<file path="src/rtl/sipo_rx_ctrl_pkg.sv">
// Shared types and defaults for the serial-in/parallel-out frame controller.
package sipo_rx_ctrl_pkg;

    // Controller states: waiting for a start, collecting bits, word held for the consumer.
    typedef enum logic [1:0] {
        IDLE  = 2'd0,
        SHIFT = 2'd1,
        HOLD  = 2'd2
    } state_e;

    // Word width used when the instantiating level does not override it.
    localparam int DW_DEFAULT = 4;

endpackage : sipo_rx_ctrl_pkg

</file>
<file path="src/rtl/sipo_ml.sv">
// Right-shifting serial-in/parallel-out register: new bits enter at the MSB,
// so after DW shifts the first bit received sits in bit 0.
module sipo_ml #(
    parameter int DW = 4
) (
    input  logic          clk,
    input  logic          rst,
    input  logic          enb,
    input  logic          inp,
    output logic [DW-1:0] out
);

    // Shift one bit in from the top on every enabled edge.
    always_ff @(posedge clk or negedge rst) begin
        if (!rst) begin
            out <= '0;
        end else if (enb) begin
            out <= {inp, out[DW-1:1]};
        end
    end

endmodule : sipo_ml

</file>
<file path="src/rtl/sipo_rx_ctrl.sv">
// Frame controller for a right-shifting SIPO register. Gates the shift enable
// for exactly DW qualified bits after a start strobe, then holds the word on a
// valid/ready handshake and flags restarts and overruns.
//
// Handshake: data_o is offered while vld_o=1 and must not change until the
// cycle in which rdy_i=1 is seen; that edge completes the transfer. vld_o and
// data_o depend only on registered state, never combinationally on rdy_i.
module sipo_rx_ctrl
    import sipo_rx_ctrl_pkg::*;
#(
    parameter int DW = DW_DEFAULT
) (
    input  logic          clk,
    input  logic          rst,
    input  logic          start_i,
    input  logic          sdi_i,
    input  logic          bit_vld_i,
    input  logic          rdy_i,
    input  logic          clr_ovr_i,
    output logic [DW-1:0] data_o,
    output logic          vld_o,
    output logic          busy_o,
    output logic          frm_err_o,
    output logic          ovr_o,
    output logic [1:0]    state_o
);

    localparam int            CW       = $clog2(DW);
    localparam logic [CW-1:0] CNT_LAST = CW'(DW - 1);

    state_e        state_q;
    state_e        state_d;
    logic [CW-1:0] cnt_q;
    logic          shift_en;
    logic          frm_err_q;
    logic          ovr_q;

    // State register.
    always_ff @(posedge clk or negedge rst) begin
        if (!rst) begin
            state_q <= IDLE;
        end else begin
            state_q <= state_d;
        end
    end

    // Next-state decode; a start during SHIFT restarts in place, a start in
    // HOLD only takes effect when the held word is accepted the same cycle.
    always_comb begin
        state_d = state_q;
        case (state_q)
            IDLE: begin
                if (start_i) state_d = SHIFT;
            end
            SHIFT: begin
                if (!start_i && bit_vld_i && (cnt_q == CNT_LAST)) state_d = HOLD;
            end
            HOLD: begin
                if (rdy_i) state_d = start_i ? SHIFT : IDLE;
            end
            default: state_d = IDLE;
        endcase
    end

    // Output decode from the registered state; the start/restart cycle never samples a bit.
    always_comb begin
        shift_en = (state_q == SHIFT) && bit_vld_i && !start_i;
        vld_o    = (state_q == HOLD);
        busy_o   = (state_q != IDLE);
        state_o  = state_q;
    end

    // Bit counter: zero outside SHIFT so every entry into SHIFT starts from 0.
    always_ff @(posedge clk or negedge rst) begin
        if (!rst) begin
            cnt_q <= '0;
        end else if (state_q != SHIFT || start_i) begin
            cnt_q <= '0;
        end else if (shift_en) begin
            cnt_q <= (cnt_q == CNT_LAST) ? '0 : cnt_q + CW'(1);
        end
    end

    // Frame-restart pulse, one cycle after the offending start.
    always_ff @(posedge clk or negedge rst) begin
        if (!rst) begin
            frm_err_q <= 1'b0;
        end else begin
            frm_err_q <= (state_q == SHIFT) && start_i;
        end
    end

    // Sticky overrun: a start dropped while a word waits; set beats clear.
    always_ff @(posedge clk or negedge rst) begin
        if (!rst) begin
            ovr_q <= 1'b0;
        end else if ((state_q == HOLD) && start_i && !rdy_i) begin
            ovr_q <= 1'b1;
        end else if (clr_ovr_i) begin
            ovr_q <= 1'b0;
        end
    end

    assign frm_err_o = frm_err_q;
    assign ovr_o     = ovr_q;

    sipo_ml #(
        .DW(DW)
    ) u_sipo (
        .clk(clk),
        .rst(rst),
        .enb(shift_en),
        .inp(sdi_i),
        .out(data_o)
    );

endmodule : sipo_rx_ctrl

</file>
<file path="config.mk">
export PLATFORM = sky130hd
export DESIGN_NAME = sipo_rx_ctrl
export DESIGN_NICKNAME = d
export VERILOG_FILES = /design/src/rtl/sipo_rx_ctrl_pkg.sv /design/src/rtl/sipo_ml.sv /design/src/rtl/sipo_rx_ctrl.sv
export SDC_FILE = /design/constraint.sdc
export NUM_CORES = 1
export LEC_CHECK = 0
export BUFFER_PORTS_ARGS = -buffer_cell sky130_fd_sc_hd__buf_2
export CAP_MARGIN = 0
export CORE_AREA = 4 4 41 43
export CTS_BUF_LIST = sky130_fd_sc_hd__clkbuf_16
export DETAILED_ROUTE_END_ITERATION = 8
export DIE_AREA = 0 0 45 47
export HOLD_SLACK_MARGIN = 0.06
export PLACE_DENSITY = 0.69
export SKIP_LAST_GASP = 1
export SLEW_MARGIN = 20
export SYNTH_ARGS = -nofsm -noshare
export SYNTH_HDL_FRONTEND = slang
export SYNTH_SLANG_ARGS = --single-unit
</file>
<file path="constraint.sdc">
create_clock -name clk -period 1.5 [get_ports clk]
set_clock_uncertainty 0.05 [all_clocks]
set_input_delay 0.15 -clock clk [delete_from_list [all_inputs] [get_ports clk]]
set_output_delay 0.15 -clock clk [all_outputs]
set_load 0.02 [all_outputs]
</file>
==> impl_metrics.ini <==
[route]
wl_met2_um = 381
top_layer_used = met3
final_antenna_net_count = 0
wl_um = 819
wl_met1_um = 367
dr_wl_met3_um = 71
first_pass_iters = 2
drtIter0Drc = 1
viasPerCell = 4.71
drc_errors = 0
vias = 325
post_drt_wl_per_cell_um = 11.9

[place]
dp_cells = 64
portBuffers = 16
place_congestion = 0.738
pre_cts_slack_ps = 181

[finish]
final_cell_count_no_fill = 69
drive_gt1_share_pct = 46.3
most-common-layout-cells = 16 x buf_2, 10 x dfrtp_1, 4 x mux2_4
fin_util_pct = 49.2
antenna_cells = 0
syn2layout_area_growth_pct = 41.4
layout_commonest_cell = buf_2
nNetsFinal = 63
fillers = 133

[sta]
maxSlewViolCount = 0
grt_setup_unrepaired = no
hold_viol_final = 0
fmax_mhz = 752
finalSetupViolCount = 0
max_slew.worst_pin.slew_ps = 304
postLayoutSetupSlackWorst_ps = 171
hold_slack_ps = 101
tns_ps = 0
fin_crit_ps = 1330
relSlewSlack_pct = 79.7
min_period_over_period_pct = 88.6

[global_routing]
track_usage_pct = 8.73
grt_overflow = 0
antenna_found_initial = 0
grt_first_pass_wirelength_um = 1290
grt_pass1_vias = 289
grt_max_degree = 11

[synthesis]
synth_fp_nets = 41
synth_warnings = 0
ys_types = 19
ys_seq_area_share_pct = 55.2
syn_area_sq_um = 453
synthCells = 33
ys_seq_elements = 10
syn_area_per_cell_sq_um = 13.7

[die]
io_pins = 17
placementRows = 13
coreArea_sq_um = 1300
fp.dieH_um = 47
die_width_um = 45
die-area_sq_um = 2120
initial_core_util_pct = 34.8

[setup_path]
cp.buffers_inverters = 0
worst_ep_arrival_time_ps = 1410
start_kind = flip-flop
r2r_slack_ps = 170
critPathKind = reg2reg
crit_chain = ha_1 > or3b_1 > a211oi_1
max_stage_delay_ps = 380
critical-path-top-delay-family = flip-flops
cp-end-kind = flip-flop
path_max_fanout = 3
cp_slowest_cell = dfrtp_1
critPathRequiredTime_ps = 1580

[pwr]
worst_ir_drop_vdd_v = 0.000810
total_leakage_power_uw = 0.000329
pwr_density_cell_nw_per_um2 = 1530

[clocking]
cts_buffers = 3
clk_pin_slew_ps = 40
root_buffer = clkbuf_16
cts_num_sinks = 10
clk_latency_ps = 230
cts_tree = built
htreeDepth = 1
cts_max_path_buffers = 2
post_cts_resize_count = 0

[worst_hold_path]
hp-class = in2reg

[run]
cap_violations = 0

[outcome]
status = complete, no violations
per-stage QoR:
step	area [sq um]	power [uW]
after floorplan	453	457
after global placement	552	519
after detailed placement	552	521
after CTS	641	992
after global routing	641	1030
final	641	977
where the power goes:
group	internal, uW	switching, uW
combinational	88.8	87.8
sequential	312	26.3
clock	348	114
registers in the layout, summed over array words and instances (netlist names):
signal / cells
state_o: 2
frm_err_o: 1
u_sipo.out: 4
cnt_q: 2
ovr_o: 1
area by class of cell:
class | instances | area [sq um] | area share, %
timing repair buffer | 17 | 90.1 | 14.1
sequential | 10 | 250 | 39.1
inverter | 2 | 7.51 | 1.17
tap | 15 | 18.8 | 2.93
multi-input combinational | 21 | 195 | 30.5
clock buffer | 3 | 75.1 | 11.7
clock inverter | 1 | 3.75 | 0.586
cells in the mapped netlist:
master / n / area (sq um)
a211oi_1: 1 / 7.51
nand3b_1: 1 / 7.51
dfrtp_1: 10 / 250
or3b_1: 1 / 8.76
ha_1: 1 / 12.5
o221ai_1: 1 / 8.76
mux2_4: 4 / 60.1
a22o_1: 1 / 8.76
nor2b_1: 1 / 6.26
and2_1: 1 / 6.26
inv_1: 2 / 7.51
nor2_1: 1 / 3.75
mux2i_1: 1 / 10.0
and4bb_4: 1 / 16.3
nand2b_1: 2 / 12.5
nor3b_1: 1 / 7.51
a21o_1: 1 / 7.51
nor3_1: 1 / 5.00
or2_2: 1 / 6.26
timing repair:
action | in CTS | in global routing
hold buffers | 1 | 0
buffers inserted | 0 | 0
hold endpoints to repair | 10 | 0
layer usage:
layer	vias up	GRT usage (%)
li1	159	-
met1	155	10.9
met2	11	12.7
met3	0	6.90
met4	0	0
met5	-	0
cell families after synthesis:
| kind of cell | count (synthesis) | synth area share, % |
|---|---|---|
| simple gates | 11 | 17.7 |
| flops | 10 | 55.2 |
| mux | 5 | 15.5 |
| compound gates | 4 | 7.18 |
| buf+inv | 2 | 1.66 |
| fa+ha+maj | 1 | 2.76 |
final timing paths:
kind,start,endpoint,cells after the start
hold reg to reg,u_sipo.out[0],u_sipo.out[0],1
max in group asynchronous,rst,u_sipo.out[3],2
setup / recovery,cnt_q[0],cnt_q[0],3
hold / removal,sdi_i,u_sipo.out[3],2
setup reg to reg,cnt_q[0],cnt_q[0],3
min in group asynchronous,rst,state_o[0],2
Note: power is estimated with default switching activity, not from simulation.
